===== src/rtl/multicycle_cu_rv32i.sv =====
// ============================================================================
//  Module      : multicycle_cu_rv32i
//  Description : Multi-cycle control unit for an RV32I datapath. Accepts one
//                instruction per valid/ready handshake and sequences it through
//                FETCH/DECODE/EXEC/MEM/WB. It counts retired instructions and
//                bounds data-memory waits with a timeout.
//  Options     : ILLEGAL_TRAP_EN - when defined, an illegal opcode parks the
//                unit in TRAP until reset and raises illegal_trap. When it is
//                undefined, an illegal opcode retires as a NOP.
//  Revision    : 1.0 - initial release
// ============================================================================
`default_nettype none

module multicycle_cu_rv32i #(
    parameter int MEM_TIMEOUT = 15,   // 1..255 cycles of MEM wait before abort
    parameter int CNT_W       = 32    // retired-instruction counter width
) (
    input  logic             clock,
    input  logic             reset,
    input  logic             instr_valid,
    input  logic [31:0]      instr,
    output logic             instr_ready,
    input  logic             mem_ack,
    output logic [24:0]      trimmed_instr,
    output logic [2:0]       cu_immtype,
    output logic             cu_alusrc,
    output logic             cu_memread,
    output logic             cu_memwrite,
    output logic             cu_regwrite,
    output logic             cu_branch,
    output logic             cu_jump,
    output logic             pc_en,
    output logic             mem_err,
`ifdef ILLEGAL_TRAP_EN
    output logic             illegal_trap,
`endif
    output logic [CNT_W-1:0] instret
);

    // ------------------------------------------------------------------------
    // Opcode and immediate-type encodings
    // ------------------------------------------------------------------------
    localparam logic [6:0] c_OP_IMM    = 7'b0010011;
    localparam logic [6:0] c_OP_LOAD   = 7'b0000011;
    localparam logic [6:0] c_OP_JALR   = 7'b1100111;
    localparam logic [6:0] c_OP_STORE  = 7'b0100011;
    localparam logic [6:0] c_OP_BRANCH = 7'b1100011;
    localparam logic [6:0] c_OP_LUI    = 7'b0110111;
    localparam logic [6:0] c_OP_AUIPC  = 7'b0010111;
    localparam logic [6:0] c_OP_JAL    = 7'b1101111;
    localparam logic [6:0] c_OP_REG    = 7'b0110011;

    localparam logic [2:0] c_IMM_I = 3'b000;
    localparam logic [2:0] c_IMM_S = 3'b001;
    localparam logic [2:0] c_IMM_B = 3'b010;
    localparam logic [2:0] c_IMM_U = 3'b011;
    localparam logic [2:0] c_IMM_J = 3'b100;

    localparam logic [7:0] c_TIMEOUT = 8'(MEM_TIMEOUT);

    // ------------------------------------------------------------------------
    // State encoding
    // ------------------------------------------------------------------------
    typedef enum logic [2:0] {
        S_FETCH  = 3'd0,
        S_DECODE = 3'd1,
        S_EXEC   = 3'd2,
        S_MEM    = 3'd3,
        S_WB     = 3'd4,
        S_TRAP   = 3'd5
    } state_t;

    state_t            r_state;
    state_t            w_state_nxt;
    logic [31:0]       r_instr_q;
    logic [7:0]        r_cnt;
    logic [CNT_W-1:0]  r_instret;

    logic [6:0]        w_opcode;
    logic              w_is_load;
    logic              w_is_store;
    logic              w_is_branch;
    logic              w_is_jump;
    logic              w_is_illegal;
    logic [2:0]        w_immtype;
    logic              w_alusrc;

    logic              w_accept;
    logic              w_retire;
    logic              w_memread;
    logic              w_memwrite;
    logic              w_regwrite;
    logic              w_branch;
    logic              w_jump;
    logic              w_pc_en;
    logic              w_mem_err;

    assign w_opcode = r_instr_q[6:0];
    // Ready is also gated by reset so the source never sees ready while the
    // unit is held in reset.
    assign w_accept = instr_valid & instr_ready;

    // Classify the latched instruction and pick its immediate format.
    always_comb begin
        w_is_load    = 1'b0;
        w_is_store   = 1'b0;
        w_is_branch  = 1'b0;
        w_is_jump    = 1'b0;
        w_is_illegal = 1'b0;
        w_immtype    = c_IMM_I;
        w_alusrc     = 1'b0;
        case (w_opcode)
            c_OP_IMM: begin
                w_immtype = c_IMM_I;
                w_alusrc  = 1'b1;
            end
            c_OP_LOAD: begin
                w_is_load = 1'b1;
                w_immtype = c_IMM_I;
                w_alusrc  = 1'b1;
            end
            c_OP_JALR: begin
                w_is_jump = 1'b1;
                w_immtype = c_IMM_I;
                w_alusrc  = 1'b1;
            end
            c_OP_STORE: begin
                w_is_store = 1'b1;
                w_immtype  = c_IMM_S;
                w_alusrc   = 1'b1;
            end
            c_OP_BRANCH: begin
                // Branch compares two registers; the offset goes to the PC adder.
                w_is_branch = 1'b1;
                w_immtype   = c_IMM_B;
                w_alusrc    = 1'b0;
            end
            c_OP_LUI, c_OP_AUIPC: begin
                w_immtype = c_IMM_U;
                w_alusrc  = 1'b1;
            end
            c_OP_JAL: begin
                w_is_jump = 1'b1;
                w_immtype = c_IMM_J;
                w_alusrc  = 1'b1;
            end
            c_OP_REG: begin
                w_immtype = c_IMM_I;
                w_alusrc  = 1'b0;
            end
            default: begin
                w_is_illegal = 1'b1;
            end
        endcase
    end

    // State register; an asynchronous reset aborts any instruction in flight.
    always_ff @(posedge clock or posedge reset) begin
        if (reset) begin
            r_state <= S_FETCH;
        end else begin
            r_state <= w_state_nxt;
        end
    end

    // Next-state and per-state control strobes.
    always_comb begin
        w_state_nxt = r_state;
        w_memread   = 1'b0;
        w_memwrite  = 1'b0;
        w_regwrite  = 1'b0;
        w_branch    = 1'b0;
        w_jump      = 1'b0;
        w_pc_en     = 1'b0;
        w_mem_err   = 1'b0;
        w_retire    = 1'b0;
        case (r_state)
            S_FETCH: begin
                if (w_accept) begin
                    w_state_nxt = S_DECODE;
                end
            end
            S_DECODE: begin
`ifdef ILLEGAL_TRAP_EN
                w_state_nxt = w_is_illegal ? S_TRAP : S_EXEC;
`else
                w_state_nxt = S_EXEC;
`endif
            end
            S_EXEC: begin
                if (w_is_branch) begin
                    // Branches resolve here and retire without WB.
                    w_branch    = 1'b1;
                    w_pc_en     = 1'b1;
                    w_retire    = 1'b1;
                    w_state_nxt = S_FETCH;
                end else if (w_is_load || w_is_store) begin
                    w_state_nxt = S_MEM;
                end else begin
                    w_state_nxt = S_WB;
                end
            end
            S_MEM: begin
                w_memread  = w_is_load;
                w_memwrite = w_is_store;
                if (mem_ack) begin
                    // An ack takes priority over a timeout in the same cycle.
                    if (w_is_store) begin
                        w_pc_en     = 1'b1;
                        w_retire    = 1'b1;
                        w_state_nxt = S_FETCH;
                    end else begin
                        w_state_nxt = S_WB;
                    end
                end else if (r_cnt == c_TIMEOUT) begin
                    // Abort: advance the PC but do not count the instruction.
                    w_mem_err   = 1'b1;
                    w_pc_en     = 1'b1;
                    w_state_nxt = S_FETCH;
                end
            end
            S_WB: begin
                // An illegal opcode reaches WB only as a NOP and writes nothing.
                w_regwrite  = ~w_is_illegal;
                w_jump      = w_is_jump;
                w_pc_en     = 1'b1;
                w_retire    = 1'b1;
                w_state_nxt = S_FETCH;
            end
`ifdef ILLEGAL_TRAP_EN
            S_TRAP: begin
                w_state_nxt = S_TRAP;
            end
`endif
            default: begin
                w_state_nxt = S_FETCH;
            end
        endcase
    end

    // Latch the instruction word on the accepting handshake.
    always_ff @(posedge clock or posedge reset) begin
        if (reset) begin
            r_instr_q <= 32'd0;
        end else if (w_accept) begin
            r_instr_q <= instr;
        end
    end

    // Count MEM cycles without an ack; the count is zero on every MEM entry.
    always_ff @(posedge clock or posedge reset) begin
        if (reset) begin
            r_cnt <= 8'd0;
        end else if ((r_state == S_MEM) && !mem_ack && (r_cnt != c_TIMEOUT)) begin
            r_cnt <= r_cnt + 8'd1;
        end else begin
            r_cnt <= 8'd0;
        end
    end

    // Retired-instruction counter; wraps naturally at 2^CNT_W.
    always_ff @(posedge clock or posedge reset) begin
        if (reset) begin
            r_instret <= '0;
        end else if (w_retire) begin
            r_instret <= r_instret + 1'b1;
        end
    end

    assign instr_ready   = (r_state == S_FETCH) & ~reset;
    assign trimmed_instr = r_instr_q[31:7];
    assign cu_immtype    = w_immtype;
    assign cu_alusrc     = w_alusrc;
    assign cu_memread    = w_memread;
    assign cu_memwrite   = w_memwrite;
    assign cu_regwrite   = w_regwrite;
    assign cu_branch     = w_branch;
    assign cu_jump       = w_jump;
    assign pc_en         = w_pc_en;
    assign mem_err       = w_mem_err;
    assign instret       = r_instret;
`ifdef ILLEGAL_TRAP_EN
    assign illegal_trap  = (r_state == S_TRAP);
`endif

endmodule

`default_nettype wire


===== config.mk =====
export PLATFORM = sky130hd
export DESIGN_NAME = multicycle_cu_rv32i
export DESIGN_NICKNAME = d
export VERILOG_FILES = /design/src/rtl/multicycle_cu_rv32i.sv
export SDC_FILE = /design/constraint.sdc
export NUM_CORES = 1
export LEC_CHECK = 0
export BUFFER_PORTS_ARGS = -buffer_cell sky130_fd_sc_hd__buf_2
export CAP_MARGIN = 20
export CORE_ASPECT_RATIO = 0.7
export CORE_MARGIN = 2
export CORE_UTILIZATION = 56
export CTS_CLUSTER_DIAMETER = 40
export DETAILED_ROUTE_END_ITERATION = 10
export PLACE_DENSITY = 0.95
export REMOVE_ABC_BUFFERS = 1
export SLEW_MARGIN = 20
export SYNTH_ARGS = -nofsm -noshare
export SYNTH_HDL_FRONTEND = slang
export SYNTH_SLANG_ARGS = --single-unit

===== constraint.sdc =====
create_clock -name clock -period 4.95 [get_ports clock]
set_clock_uncertainty 0.15 [all_clocks]
set_input_delay 0.495 -clock clock [delete_from_list [all_inputs] [get_ports clock]]
set_output_delay 0.495 -clock clock [all_outputs]
set_load 0.02 [all_outputs]

==> flow_summary.yaml, run 1 <==
outcome:
  status: "finished clean"
sta:
  maxSlewViolCount: 0
  rsz0062_at_grt: "false"
  period_share: 0.598
  worstMarginPinSlew_ns: 0.934
  hold_slack_ns: 0.212
  max_slew_margin: 0.377
  period_minus_slack_ns: 2.96
  hold_viol: 0
  setup_viol: 0
  setup-tns-final_ns: 0
  clock.fmax_mhz: 338
cells_and_area:
  layout_commonest_cell: "buf_2"
  fillers: 470
  seqCellArea_sq_um: 1880
  finalNonFillerCells: 486
  multi_input_area_sq_um: 1510
  final_cell_mix: "104 x buf_2, 75 x dfrtp_1, 33 x mux2_2"
  syn2layout_area_growth_pct: 16.1
  diodes: 0
  drive_above_1_share: 0.419
  final_util: 0.676
  nets: 441
power_and_ir_drop:
  power_mw: 2.15
  irDropWorstVdd_uv: 405
  power_density_nw_per_um2: 506
  power_leakage_nw: 1.90
floorplanning:
  num_rows: 24
  start_util: 0.583
  ios: 105
  die_area_sq_um: 7200
  die_width_um: 101
  fp.dieH_um: 71.6
  core_area_sq_um: 6280
place:
  dp_hpwl_um: 5790
  place_inst: 470
  io_buffer_count: 104
  place_congestion: 0.846
cts:
  cts.sink_count: 75
  postCtsSetupRepairBufs: 0
  clkSlewWorstSetupHoldPaths_ns: 0.08
  hold_buffers: 0
  cts_buffers: 9
  clock_path_buffers: 2
  cts_tree: "done"
  cts-root-buf: "clkbuf_8"
  insertion_delay_ns: 0.35
  htreeDepth: 3
  cts_resized: 0
logic_synthesis:
  synth_top_area_frac: 0.513
  synth_area_per_cell_sq_um: 11.4
  async_flop_share: 1.00
  ys_types: 42
  synth.yosys.warnings: 0
  synth_cells: 322
  synth_area_leader_cell: "dfrtp_1"
  synthTopCellsByArea: "dfrtp_1 51%, mux2_2 10%, buf_4 5.1%"
  synth-seq-area-share: 0.513
  synth_edf_count: 0
  synth_area_sq_um: 3660
  synthFlopType: "dfrtp_1"
  ys_ff_latch: 75
critical_path:
  cp_slowest_cell: "or4_1"
  worstSetupStartpointType: "flop"
  cp-end-kind: "output pin"
  cpPeakStageDelay_ns: 0.63
  path_cells: "or4b_1 > or4_1 > nand3_1 > buf_2"
  crit_type: "reg -> out"
  arrival_ns: 2.32
  required_ns: 4.30
  cp_max_fo: 12
global_route:
  overflow: 0
  grt_max_degree: 76
  antenna_found_initial: 0
  grtUsageTotal: 0.236
  grt_pass1_wl_um: 12900
  grt_pass1_vias: 2681
drt:
  drc: 0
  avgViaCountPerCell: 5.52
  dr.pass1.iters: 4
  wl_um: 7960
  drt.antenna.violating_nets: 0
  wl_per_cell_um: 16.4
  drt-initial-drc-count: 123
  via_count: 2681
min_path:
  hold_class: "in -> reg"
run:
  cap_violations: 0
path summary, 6_finish.rpt:
kind	start	to	slack [ns]	cells past startpoint
max reg2reg	r_instr_q[6]	instret[30]	2.17	5
min	instr[27]	r_instr_q[27]	0.21	2
min reg2reg	r_cnt[0]	r_cnt[0]	0.32	1
min in group asynchronous	reset	r_cnt[2]	0.26	3
max	r_instr_q[2]	pc_en	1.99	4
max in group asynchronous	reset	instret[17]	3.75	3
flip-flops by register name, indices dropped and copies added (netlist names):
signal     flops
instret       32
r_cnt          8
r_instr_q     32
r_state        3
final cells by class:
cell class	count	share of cell area
clock inverters	7	0.0183
clock buffers	9	0.0292
repair buffers	106	0.126
flip-flops and latches	75	0.442
inverters	7	0.00619
well taps	78	0.0230
multi-input cells	204	0.355
where the power goes:
part | leakage [nW] | total [mW] | internal [mW] | switching [mW]
clock network | 0.0881 | 0.477 | 0.235 | 0.243
registers | 0.896 | 0.929 | 0.775 | 0.154
logic | 0.915 | 0.743 | 0.309 | 0.434
total | 1.90 | 2.15 | 1.32 | 0.830
per-stage QoR:
step | setup WS (ns) | instance area (sq um)
floorplan | 2.14 | 3410
global placement | 2.29 | 4040
detailed placement | 2.21 | 4040
CTS | 1.98 | 4250
global route | 1.88 | 4250
finish | 1.99 | 4250
critical path, delay by kind of cell (launching register included):
kind	cells	cell delay (ns)
buffers and inverters	1	0.17
DFF	1	0.50
and+or+nand+nor	3	1.29
logic make-up (layout without fill, tap and decap cells):
logic type,after synthesis,in the layout,share of synthesized area
adders and majority gates,2,2,0.00684
buffers and inverters,43,129,0.0743
and+or+nand+nor,115,115,0.182
muxes,34,34,0.104
AOI/OAI and AO/OA,16,16,0.0305
xor gates and xnor gates,37,37,0.0886
DFF,75,75,0.513
synthesized netlist by cell type (3+ instances only):
library cell	number
nor3_2	7
a21oi_1	5
xor2_1	21
nand3_1	11
nor4_1	4
clkbuf_1	6
and3_1	5
inv_1	7
nand4_1	14
xnor2_1	16
nor3_1	6
mux2_2	33
and4_1	3
dfrtp_1	75
nand2b_1	3
buf_4	25
nor2_1	22
nand2_1	24
routing by layer:
metal,vias up,GRT usage,share of wire
met5,-,0,0
met4,0,0.0868,0.0089
met3,7,0.0741,0.091
met2,126,0.361,0.47
met1,1287,0.320,0.43
li1,1261,-,-
Note: power is estimated with default switching activity, not from simulation.
==> run 2: changes to the inputs <==
ABC_AREA = 1   (was default)
CORE_UTILIZATION = 49   (was 56)
PLACE_DENSITY = 0.88   (was 0.95)
clock period = 2.54 ns   (was 4.95 ns; I/O delays follow)
==> flow_summary.yaml, run 2 <==
sta:
  maxSlewViolCount: 0
  max_slew_margin: 0.451
  setup-tns-final_ns: 0
  setup_viol: 0
  period_share: 0.914
  hold_viol: 0
  worstMarginPinSlew_ns: 0.822
  rsz0062_at_grt: "false"
  clock.fmax_mhz: 431
  period_minus_slack_ns: 2.32
logic_synthesis:
  synth_area_sq_um: 4430
  synthTopCellsByArea: "dfrtp_1 42%, nand2_1 21%, nand3_1 8.8%"
  synth-seq-area-share: 0.423
  yosysMostFrequentCell: "nand2_1"
  synth_common_cells: "247 x nand2_1, 78 x nand3_1, 75 x dfrtp_1"
  async_flop_share: 1.00
  synthFlopType: "dfrtp_1"
  ys_types: 29
  synth.yosys.warnings: 0
  synth_area_leader_cell: "dfrtp_1"
  synth_cells: 623
  synth_area_per_cell_sq_um: 7.12
  synth_edf_count: 0
  ys_ff_latch: 75
  synth_top_area_frac: 0.423
global_route:
  antenna_found_initial: 0
  grt_pass1_wl_um: 19300
  grt_pass1_vias: 4091
  grtUsageTotal: 0.238
  grt_max_degree: 44
  overflow: 0
drt:
  avgViaCountPerCell: 5.19
  wl_um: 11600
  via_count: 4285
  drt.antenna.violating_nets: 0
  drc: 0
  dr.pass1.iters: 5
  wl_per_cell_um: 14.0
  drt-initial-drc-count: 486
critical_path:
  cp-endpoint: "pc_en"
  rr_startpoint: "instret[0]"
  crit_type: "reg -> out"
  cp_max_fo: 17
  required_ns: 2.14
  cp-end-kind: "output pin"
  r2r_slack_ns: 0.56
  regToRegEndpoint: "instret[30]"
  worstSetupStartpointType: "flop"
  arrival_ns: 1.92
  ff2ff_path_depth: 10
  startpoint: "r_instr_q[4]"
cells_and_area:
  syn2layout_area_growth_pct: 17.5
  layout_commonest_cell: "nand2_1"
  nets: 740
  final_util: 0.605
  diodes: 0
  drive_above_1_share: 0.208
  final_cell_mix: "247 x nand2_1, 104 x buf_2, 78 x nand3_1"
place:
  place_congestion: 0.967
  dp_hpwl_um: 8120
  io_buffer_count: 104
power_and_ir_drop:
  power_density_nw_per_um2: 878
  irDropWorstVdd_uv: 465
  power_leakage_nw: 2.83
cts:
  cts-root-buf: "clkbuf_16"
  clock_path_buffers: 2
  cts_tree: "done"
  cts.sink_count: 75
  cts_buffers: 9
  clkSlewWorstSetupHoldPaths_ns: 0.06
  cts_resized: 0
  htreeDepth: 3
  insertion_delay_ns: 0.33
floorplanning:
  fp.dieH_um: 83.6
  core_area_sq_um: 8620
  num_rows: 28
  die_area_sq_um: 9840
  die_width_um: 118
  ios: 105
  start_util: 0.515
run:
  cap_violations: 0
min_path:
  hold_class: "in -> reg"
outcome:
  status: "finished clean"
==> run 2: per-stage QoR <==
step	std cells	area (sq um)	hold WS [ns]	setup WS [ns]	total power [mW]
floorplan	579	4120	0.249	-0.689	2.57
global placement	809	4840	0.253	0.441	2.99
detailed placement	809	4840	0.273	0.387	3.07
CTS	825	5200	0.000641	0.000487	4.58
global route	826	5210	0.00480	0.0650	4.82
finish	826	5210	0.00413	0.218	4.58
==> run 2: area by class of cell <==
cell class | count | area (sq um)
fillers | 775 | 3410
multi-input cells | 459 | 2070
flip-flops and latches | 75 | 1880
repair buffers | 111 | 588
clock buffers | 11 | 253
inverters | 46 | 173
well taps | 120 | 150
clock inverters | 4 | 97.6
==> run 2: timing repair <==
action                                  CTS  global route
buffers inserted                          0             0
endpoints found under the hold margin    32             0
hold buffers                              1             0
endpoints found under the setup margin    0             1
==> run 2: worst min-delay path by stage <==
stage,slack (ns),to,startpoint,cells after the start
after detailed placement,0.27,r_instr_q[21],reset,2
after global routing,0.005,r_instr_q[7],instr[7],3
after CTS,0.0006,r_instr_q[8],instr[8],3
final,0.004,r_instr_q[8],instr[8],3
after global placement,0.25,r_instr_q[0],reset,2
after floorplan,0.25,r_instr_q[0],instr[0],2
==> run 2: report_power, final <==
part | internal (mW) | switching (mW)
combinational | 0.408 | 0.965
clock | 1.01 | 0.491
sequential | 1.48 | 0.221
total | 2.90 | 1.68
==> run 2: critical path, cell delays in order, from the launching register on <==
cell and delay, ns:
dfrtp_1 0.38, inv_2 0.07, nand3_1 0.11, inv_1 0.09, nand2_2 0.10, nor2_4 0.06
nor2_4 0.41, o21ai_0 0.17, buf_2 0.19
==> run 2: cells by family (layout without fill, tap and decap cells) <==
kind of cell,count (synthesis),after routing,synth area share
xor+xnor,14,14,0.0277
buf+inv,90,172,0.111
fa+ha+maj,2,2,0.00564
simple gates,430,431,0.419
compound gates,12,12,0.0135
flops,75,75,0.423
==> run 2: layer usage <==
layer  global-route usage  up-vias  share of wire
met2                0.369      197           0.45
met3               0.0519       32          0.071
met1                0.337     1969           0.46
met5                    0        -              0
met4               0.0701        0          0.019
li1                     -     2087              -
